--- src/rtl/stepper_pkg.sv ---
// Shared types for the multi-axis stepper controller: channel/top FSM states
// and the signed-count to pulse-magnitude conversion.
package stepper_pkg;

  localparam int MAG_BITS = 32;

  typedef enum logic [2:0] {
    CH_IDLE = 3'd0,
    CH_ARM  = 3'd1,
    CH_HIGH = 3'd2,
    CH_LOW  = 3'd3,
    CH_FIN  = 3'd4
  } ch_state_e;

  typedef enum logic {
    TOP_IDLE = 1'b0,
    TOP_RUN  = 1'b1
  } top_state_e;

  // Caller zero-extends the count and truncates the result back to its width,
  // so the most negative count maps to 2^(W-1).
  function automatic logic [MAG_BITS-1:0] to_mag(input logic [MAG_BITS-1:0] v,
                                                 input logic neg);
    logic [MAG_BITS-1:0] r;
    if (neg) begin
      r = ~v + {{(MAG_BITS-1){1'b0}}, 1'b1};
    end else begin
      r = v;
    end
    return r;
  endfunction

endpackage

--- src/rtl/stepper_channel.sv ---
// One stepper axis: loads count/width on start, then produces magnitude pulses
// of width en-ticks high and width en-ticks low; reports fin when exhausted.
module stepper_channel
  import stepper_pkg::*;
#(
  parameter int PULSE_NUM_BITS   = 8,
  parameter int PULSE_WIDTH_BITS = 8
) (
  input  logic                        clk,
  input  logic                        reset,
  input  logic                        en,
  input  logic                        start_i,
  input  logic                        clear_i,
  input  logic [PULSE_NUM_BITS-1:0]   pulse_num_i,
  input  logic [PULSE_WIDTH_BITS-1:0] pulse_width_i,
  output logic                        out_o,
  output logic                        dir_o,
  output logic                        fin_o
);

  localparam logic [PULSE_NUM_BITS-1:0]   N_ZERO = {PULSE_NUM_BITS{1'b0}};
  localparam logic [PULSE_NUM_BITS-1:0]   N_ONE  = {{(PULSE_NUM_BITS-1){1'b0}}, 1'b1};
  localparam logic [PULSE_WIDTH_BITS-1:0] W_ZERO = {PULSE_WIDTH_BITS{1'b0}};
  localparam logic [PULSE_WIDTH_BITS-1:0] W_ONE  = {{(PULSE_WIDTH_BITS-1){1'b0}}, 1'b1};

  ch_state_e                   state_q;
  logic [PULSE_NUM_BITS-1:0]   cnt_q;
  logic [PULSE_WIDTH_BITS-1:0] width_q;
  logic [PULSE_WIDTH_BITS-1:0] timer_q;
  logic                        out_q;
  logic                        dir_q;
  logic [PULSE_NUM_BITS-1:0]   mag;

  assign mag   = PULSE_NUM_BITS'(to_mag(MAG_BITS'(pulse_num_i), pulse_num_i[PULSE_NUM_BITS-1]));
  assign out_o = out_q;
  assign dir_o = dir_q;
  assign fin_o = (state_q == CH_FIN);

  // Channel pulse FSM; clear_i drops out but keeps dir for the next command.
  always_ff @(posedge clk or negedge reset) begin
    if (!reset) begin
      state_q <= CH_IDLE;
      cnt_q   <= N_ZERO;
      width_q <= W_ZERO;
      timer_q <= W_ZERO;
      out_q   <= 1'b0;
      dir_q   <= 1'b0;
    end else if (clear_i) begin
      state_q <= CH_IDLE;
      cnt_q   <= N_ZERO;
      timer_q <= W_ZERO;
      out_q   <= 1'b0;
    end else begin
      case (state_q)
        CH_IDLE: begin
          if (start_i) begin
            dir_q   <= pulse_num_i[PULSE_NUM_BITS-1];
            cnt_q   <= mag;
            width_q <= pulse_width_i;
            timer_q <= W_ZERO;
            state_q <= ((mag == N_ZERO) || (pulse_width_i == W_ZERO)) ? CH_FIN : CH_ARM;
          end
        end
        CH_ARM: begin
          if (en) begin
            out_q   <= 1'b1;
            timer_q <= W_ZERO;
            state_q <= CH_HIGH;
          end
        end
        CH_HIGH: begin
          if (en) begin
            if (timer_q == width_q - W_ONE) begin
              timer_q <= W_ZERO;
              out_q   <= 1'b0;
              state_q <= CH_LOW;
            end else begin
              timer_q <= timer_q + W_ONE;
            end
          end
        end
        CH_LOW: begin
          if (en) begin
            if (timer_q == width_q - W_ONE) begin
              timer_q <= W_ZERO;
              cnt_q   <= cnt_q - N_ONE;
              if (cnt_q == N_ONE) begin
                state_q <= CH_FIN;
              end else begin
                out_q   <= 1'b1;
                state_q <= CH_HIGH;
              end
            end else begin
              timer_q <= timer_q + W_ONE;
            end
          end
        end
        CH_FIN: begin
          state_q <= CH_FIN;
        end
        default: begin
          state_q <= CH_IDLE;
          out_q   <= 1'b0;
        end
      endcase
    end
  end

endmodule

--- src/rtl/stepper_multi_ctrl.sv ---
// N-axis stepper controller top: command handshake, abort, and a done pulse
// once every channel has reached FIN.
module stepper_multi_ctrl
  import stepper_pkg::*;
#(
  parameter int NUM_CH           = 2,
  parameter int PULSE_NUM_BITS   = 8,
  parameter int PULSE_WIDTH_BITS = 8
) (
  input  logic                               clk,
  input  logic                               reset,
  input  logic                               en,
  input  logic                               cmd_valid,
  output logic                               cmd_ready,
  input  logic [NUM_CH*PULSE_NUM_BITS-1:0]   cmd_pulse_num,
  input  logic [NUM_CH*PULSE_WIDTH_BITS-1:0] cmd_pulse_width,
  input  logic                               abort,
  output logic [NUM_CH-1:0]                  out,
  output logic [NUM_CH-1:0]                  dir,
  output logic                               busy,
  output logic                               done
);

  top_state_e        state_q;
  logic              busy_q;
  logic              done_q;
  logic              ready_q;
  logic [NUM_CH-1:0] ch_fin;
  logic              accept;
  logic              all_fin;
  logic              clear_ch;

  assign accept   = (state_q == TOP_IDLE) && cmd_valid;
  assign all_fin  = &ch_fin;
  assign clear_ch = (state_q == TOP_RUN) && (abort || all_fin);

  assign cmd_ready = ready_q;
  assign busy      = busy_q;
  assign done      = done_q;

  for (genvar i = 0; i < NUM_CH; i++) begin : g_ch
    stepper_channel #(
      .PULSE_NUM_BITS  (PULSE_NUM_BITS),
      .PULSE_WIDTH_BITS(PULSE_WIDTH_BITS)
    ) u_ch (
      .clk          (clk),
      .reset        (reset),
      .en           (en),
      .start_i      (accept),
      .clear_i      (clear_ch),
      .pulse_num_i  (cmd_pulse_num[i*PULSE_NUM_BITS +: PULSE_NUM_BITS]),
      .pulse_width_i(cmd_pulse_width[i*PULSE_WIDTH_BITS +: PULSE_WIDTH_BITS]),
      .out_o        (out[i]),
      .dir_o        (dir[i]),
      .fin_o        (ch_fin[i])
    );
  end

  // Top FSM; abort outranks completion so an aborted run never reports done.
  always_ff @(posedge clk or negedge reset) begin
    if (!reset) begin
      state_q <= TOP_IDLE;
      busy_q  <= 1'b0;
      done_q  <= 1'b0;
      ready_q <= 1'b1;
    end else begin
      case (state_q)
        TOP_IDLE: begin
          done_q <= 1'b0;
          if (accept) begin
            state_q <= TOP_RUN;
            busy_q  <= 1'b1;
            ready_q <= 1'b0;
          end
        end
        TOP_RUN: begin
          if (abort) begin
            state_q <= TOP_IDLE;
            busy_q  <= 1'b0;
            ready_q <= 1'b1;
            done_q  <= 1'b0;
          end else if (all_fin) begin
            state_q <= TOP_IDLE;
            busy_q  <= 1'b0;
            ready_q <= 1'b1;
            done_q  <= 1'b1;
          end else begin
            done_q <= 1'b0;
          end
        end
        default: begin
          state_q <= TOP_IDLE;
          busy_q  <= 1'b0;
          ready_q <= 1'b1;
          done_q  <= 1'b0;
        end
      endcase
    end
  end

endmodule
--- config.mk ---
export PLATFORM = sky130hd
export DESIGN_NAME = stepper_multi_ctrl
export DESIGN_NICKNAME = d
export VERILOG_FILES = /design/src/rtl/stepper_pkg.sv /design/src/rtl/stepper_channel.sv /design/src/rtl/stepper_multi_ctrl.sv
export SDC_FILE = /design/constraint.sdc
export NUM_CORES = 1
export LEC_CHECK = 0
export CAP_MARGIN = 20
export CORE_MARGIN = 3
export CORE_UTILIZATION = 30
export DETAILED_ROUTE_END_ITERATION = 8
export DONT_BUFFER_PORTS = 1
export HOLD_SLACK_MARGIN = 0.12
export PLACE_DENSITY_LB_ADDON = 0.25
export SYNTH_ARGS = -nofsm -noshare
export SYNTH_HDL_FRONTEND = slang
export SYNTH_SLANG_ARGS = --single-unit
--- constraint.sdc ---
create_clock -name clk -period 2.82 [get_ports clk]
set_input_delay 0.282 -clock clk [delete_from_list [all_inputs] [get_ports clk]]
set_output_delay 0.282 -clock clk [all_outputs]
set_load 0.02 [all_outputs]
Word level (Yosys, flattened, before mapping) --
Index checks and enable logic that the tools add are counted.
Storage, ports and cells: bits in registers 62, bits in latches 0, bits in writable memories 0, memory bits (read-only) 0, bits of input ports 37, logic and storage cells 162, memories 0
Cells by class: add/sub/neg operators 8, multipliers 0, div/mod/pow operators 0, $lt $le $gt $ge 0, eq/ne operators 32, shift operators 0, multiplexer cells 71, bitwise logic cells 4, reduce and logical (&&, ||, !) cells 31
Operators by type and width (count):
- $mux W8 | 18
- $mux W3 | 17
- $pmux W8 S3 | 2
- $add A8 B1 Y8 const B | 4
- $logic_not A8 Y1 | 4
- $pmux W8 S2 | 2
- $sub A8 B1 Y8 const B | 4
- $ne A3 B3 Y1 const B | 10
- $pmux W3 S5 | 2
- $mux W1 | 24
- $eq A8 B1 Y1 const B | 2
- $eq A8 B8 Y1 | 2
- $not A8 Y8 | 2
- $reduce_and A4 Y1 | 4
- $ne A3 B2 Y1 const B | 5
- $reduce_and A7 Y1 | 2
- $eq A3 B2 Y1 const B | 4
- $reduce_and A6 Y1 | 2
- $pmux W1 S2 | 4
- $pmux W1 S4 | 2
- $reduce_bool A4 Y1 | 2
- $reduce_or A2 Y1 | 4
- $eq A3 B1 Y1 const B | 2
- $eq A3 B3 Y1 const B | 2
- 10 further kinds | 20

Depth between registers and ports, before layout --
depth in word-level cells 9, gate-level depth with buffers 9

By module --
Synthesis repeated with hierarchy kept, for this count alone.
Unflattened totals: cells, all modules 492, area, all modules 4510.6 µm²
By module, submodules not included:
- stepper_channel (g_ch[0].u_ch) | instances 1, cells each 242, area each 2178.3 µm², sequential area each 725.7 µm²
- stepper_channel (g_ch[1].u_ch) | instances 1, cells each 236, area each 2154.6 µm², sequential area each 725.7 µm²
- stepper_multi_ctrl | instances 1, cells each 14, area each 177.7 µm², sequential area each 101.3 µm²

Worst setup path before layout --
No wires, ideal clock.
kind register to register, start point register g_ch[0].u_ch.width_q[0], end point register g_ch[0].u_ch.out_q, setup time 0.126 ns, data arrival time 2.421 ns, data required time 2.694 ns, setup slack 0.273 ns, stages on the path, launching flop included 9, path buffers 0, period minus slack after synthesis 2.547 ns, path through dfrtp_1 inv_1 ha_1 xnor2_1 a311o_1 a2111oi_4 nand2_2 a221o_1 a221o_1
On the way: cells in the longest elaborated chain, start to end 4, elaborated cells between the ends (all ways) 5, classes of those cells 1 x add/sub; 3 x eq/ne; 1 x reduce/logical
Ends and longest elaborated chain:
- from (decl) | RTL line stepper_channel.sv:28 | logic [PULSE_WIDTH_BITS-1:0] width_q;
- from (signal assigned) | RTL line stepper_channel.sv:59 | width_q <= pulse_width_i;
- $sub A8 B1 Y8 * | RTL line stepper_channel.sv:73, stepper_channel.sv:84
- $eq A8 B8 Y1 * | RTL line stepper_channel.sv:73, stepper_channel.sv:84
- $ne A3 B2 Y1 (no source line)
- $reduce_and A7 Y1 (no source line) *
- to (signal assigned) | RTL line stepper_channel.sv:75 | out_q <= 1'b0;
- to (signal assigned) | RTL line stepper_channel.sv:90 | out_q <= 1'b1;
- to (signal assigned) | RTL line stepper_channel.sv:103 | out_q <= 1'b0;
- to (decl) | RTL line stepper_channel.sv:30 | logic out_q;
Mark *: on every way between the ends. The rest lies on a longest branch, timed or not. A chain may end at the register's enable or synchronous reset.

Worst setup path in the final report --
start point register g_ch[0].u_ch.width_q[1], end point register g_ch[0].u_ch.cnt_q[2]
On the way: cells in the longest elaborated chain, start to end 4
Ends and longest elaborated chain:
- $sub A8 B1 Y8 | RTL line stepper_channel.sv:84 | if (timer_q == width_q - W_ONE) begin
- $eq A8 B8 Y1 | RTL line stepper_channel.sv:84
- $ne A3 B2 Y1 (no source line)
- $reduce_and A4 Y1 (no source line)
- to (signal assigned) | RTL line stepper_channel.sv:58 | cnt_q <= mag;
- to (signal assigned) | RTL line stepper_channel.sv:86 | cnt_q <= cnt_q - N_ONE;
- to (decl) | RTL line stepper_channel.sv:27 | logic [PULSE_NUM_BITS-1:0] cnt_q;
Every way passes these cells.

==> results.yml <==
layout:
  nNetsFinal: 588
  final_common_cell: "dfrtp_1"
  final_cell_mix: "61 x dfrtp_1, 53 x nand2_1, 37 x o21ai_0"
  synthToLayoutAreaGrowth_pct: 16.95
  final_layout_size_suffix_gt1_share_pct: 11.74
  final_area_mm2: 0.005189
  diodes: 0
setup_path:
  timing.critical_path.buf_inv: 2
  crit_type: "reg2reg"
  worst_setup_path_end_kind: "register"
  crit_fanout: 5
  arrival_ps: 2850
  startpoint_type: "register"
  crit_path_start: "g_ch[0].u_ch.width_q[1]"
  cp_slowest_stage_delay_ps: 500
  crit_path_cell_trace: "inv_1 -> ha_1 -> xnor2_1 -> a311o_1 -> a2111oi_4 -> o211ai_1 -> buf_4 -> o21ai_0 -> o21ai_0"
  worst_path_most_repeated_cell: "o21ai_0"
  critical_path.top_delay_family: "compound AO/OA/AOI/OAI gates"
  crit_required_ps: 3030
  timing.rr.start: "g_ch[0].u_ch.width_q[1]"
  slowest_stage: "a2111oi_4"
logic_synthesis:
  yosys-top-cells-area: "dfrtp_1 34%, nand2_1 4.5%, o21ai_0 4.2%"
  ys_warn_count: 0
  synth_edf_count: 0
  synth_top_area_cell: "dfrtp_1"
  synthDistinctLibCells: 69
  async_flop_share_pct: 100.0
  yosys_register_bits: 62
  synthCells: 522
  yosysTopAreaCellShare_pct: 34.40
  synth_nets: 569
  syn-cell-area_mm2: 0.004437
  ys_seq_area_share_pct: 35.00
  synthFlopType: "dfrtp_1"
  syn_avg_cell_area_um2: 8.500
power_and_ir_drop:
  netSwitchingPower_mw: 2.020
  power.share.clock_pct: 22.7
  p_total_mw: 4.916
  seq_power_share_pct: 33.2
  power_density_mw_per_mm2: 947.4
  swShare_pct: 41.08
  pwr-share-comb_pct: 44.1
  vdd_drop_max_mv: 0.4615
  power.leakage_nw: 2.116
  p_int_mw: 2.896
detailed_routing:
  drc: 0
  met2_length_um: 5242
  top_layer: "met4"
  totalWireLength_um: 11430
  dr.pass1.iters: 5
  vias: 3997
  wl_per_cell_um: 15.77
  wl_met3_um: 682
  ant_nets: 0
  drtIter0Drc: 228
  wl_met1_um: 5337
  viasPerCell: 5.513
place:
  placed_cell_area_mm2: 0.004643
  portBuffers: 0
  dp_hpwl_um: 8233
  place_congestion: 0.9108
timing:
  fin_tns_setup_ps: 0
  slew-limit-headroom_pct: 44.06
  skew_ps: 8.004
  fmax_mhz: 378.0
  drv_slew: 0
  setup_viol: 0
  rsz0062_at_grt: "yes"
  final_hold_viol_count: 0
  worst_pin_slew_ps: 831.4
  min_period_ps: 2646
  min_period_over_period_pct: 93.82
global_route:
  grt_usage_pct: 14.55
  antenna_found_initial: 0
  grt_pass1_vias: 3888
  grt_max_degree: 63
  overflow: 0
  grt_pass1_wl_um: 19260
job:
  drv_cap: 0
floorplanning:
  start_util_pct: 31.36
  dieHeight_um: 127.6
  io_pins: 44
  die_area_mm2: 0.01628
  num_rows: 43
  coreArea_mm2: 0.01415
  dieWidth_um: 127.6
clock_network:
  cts_tree: "built"
  clockBufferDepth: 2
  insertion_delay_ps: 340
  cts.clk_slew.worst_paths_ps: 60
  root_buffer: "clkbuf_16"
  clkSinkCount: 62
  htree_levels: 3
  cts_inserted_buffers: 9
hold_path:
  hp-class: "in2reg"
  hp-start: "cmd_pulse_num[7]"
outcome:
  status: "finished, final reports clean"
==> cells by family (layout without fill, tap and decap cells) <==
kind of cell | after synthesis | in the layout | share of synthesized area (%)
xor+xnor | 27 | 27 | 5.950
compound gates | 146 | 146 | 23.01
flops | 62 | 62 | 35.00
buf+inv | 57 | 80 | 5.161
mux | 22 | 22 | 5.415
simple gates | 198 | 198 | 22.65
fa+ha+maj | 10 | 10 | 2.820
==> worst paths after layout <==
kind / cells after the start / slack, ps / end
min in group asynchronous: 2 / 510 / g_ch[0].u_ch.timer_q[1]
setup reg to reg: 9 / 170 / g_ch[0].u_ch.cnt_q[2]
max in group asynchronous: 2 / 2010 / cmd_ready
setup / recovery: 9 / 170 / g_ch[0].u_ch.cnt_q[2]
hold / removal: 2 / 180 / g_ch[0].u_ch.cnt_q[7]
hold reg to reg: 2 / 520 / cmd_ready
==> cell usage after synthesis, drive strengths merged (4+ instances only) <==
cell     number
a211oi        6
a221o         4
nor3         16
o22ai         6
nor2         33
ha           10
nand4        11
buf           6
o21ai        38
o211ai        6
or3           4
or2           5
xnor2        16
nor3b         5
nand2b       10
o31ai         4
mux2         16
and3          5
a21o          4
inv          28
a31oi         9
xor2          9
nand3        25
o2bb2ai       8
dfrtp        61
mux2i         6
nand2        54
nor4          9
clkbuf       23
a21oi        24
nor2b         6
==> worst register-to-register path: cells and delay by family (launching register included) <==
family	cells	cell delay [ps]
flip-flops	1	380
AO/OA/AOI/OAI	5	1410
buffers and inverters	2	300
adder cells (fa/ha/maj)	1	290
XOR/XNOR	1	130
==> cell type report <==
type / instances / area (um^2)
Inverter: 28 / 105.1
Clock buffer: 11 / 242.7
Clock inverter: 4 / 47.55
Timing Repair Buffer: 37 / 347.8
Multi-Input combinational cell: 403 / 2668
Tap cell: 180 / 225.2
Fill cell: 1453 / 8961
Sequential cell: 62 / 1553
==> power by group through the flow <==
stage	combinational [mW]	sequential [mW]	clock (mW)
2_1_floorplan	1.78	1.47	0
3_3_place_gp	2.04	1.65	0
3_5_place_dp	2.07	1.65	0
4_1_cts	2.13	1.64	1.15
5_1_grt	2.43	1.70	1.19
6_report	2.17	1.63	1.11
==> metrics by stage <==
stage                     instances  hold slack, ps  worst slack (ps)  utilization (%)
after detailed placement        687          -8.108             98.73            32.81
after global routing            725           206.2            -32.97            36.67
after global placement          687          -8.541             231.0            32.81
after CTS                       723           167.9             80.92            36.48
final                           725           179.9             174.2            36.67
after floorplan                 522          -13.59             272.7                -
==> what timing repair did <==
item                                    4_1_cts  5_1_grt
endpoints found under the setup margin        0       11
hold buffers                                 21        0
resized for setup                             0        4
buffers inserted                              0        2
endpoints found under the hold margin        81        0
==> routing by layer <==
layer / GRT usage, % / up-vias
met5: 0 / -
met4: 4.557 / 0
met3: 4.222 / 15
met2: 23.10 / 109
met1: 19.17 / 1901
li1: - / 1972
==> state kept, by name, indices dropped and copies added, names as in the netlist <==
register           flops
state_q                1
g_ch.u_ch.timer_q     16
busy                   1
g_ch.u_ch.cnt_q       16
cmd_ready              1
g_ch.u_ch.out_o        2
done                   1
g_ch.u_ch.width_q     16
g_ch.u_ch.dir_o        2
g_ch.u_ch.state_q      6
No activity file was read; power rests on OpenSTA's default activity.
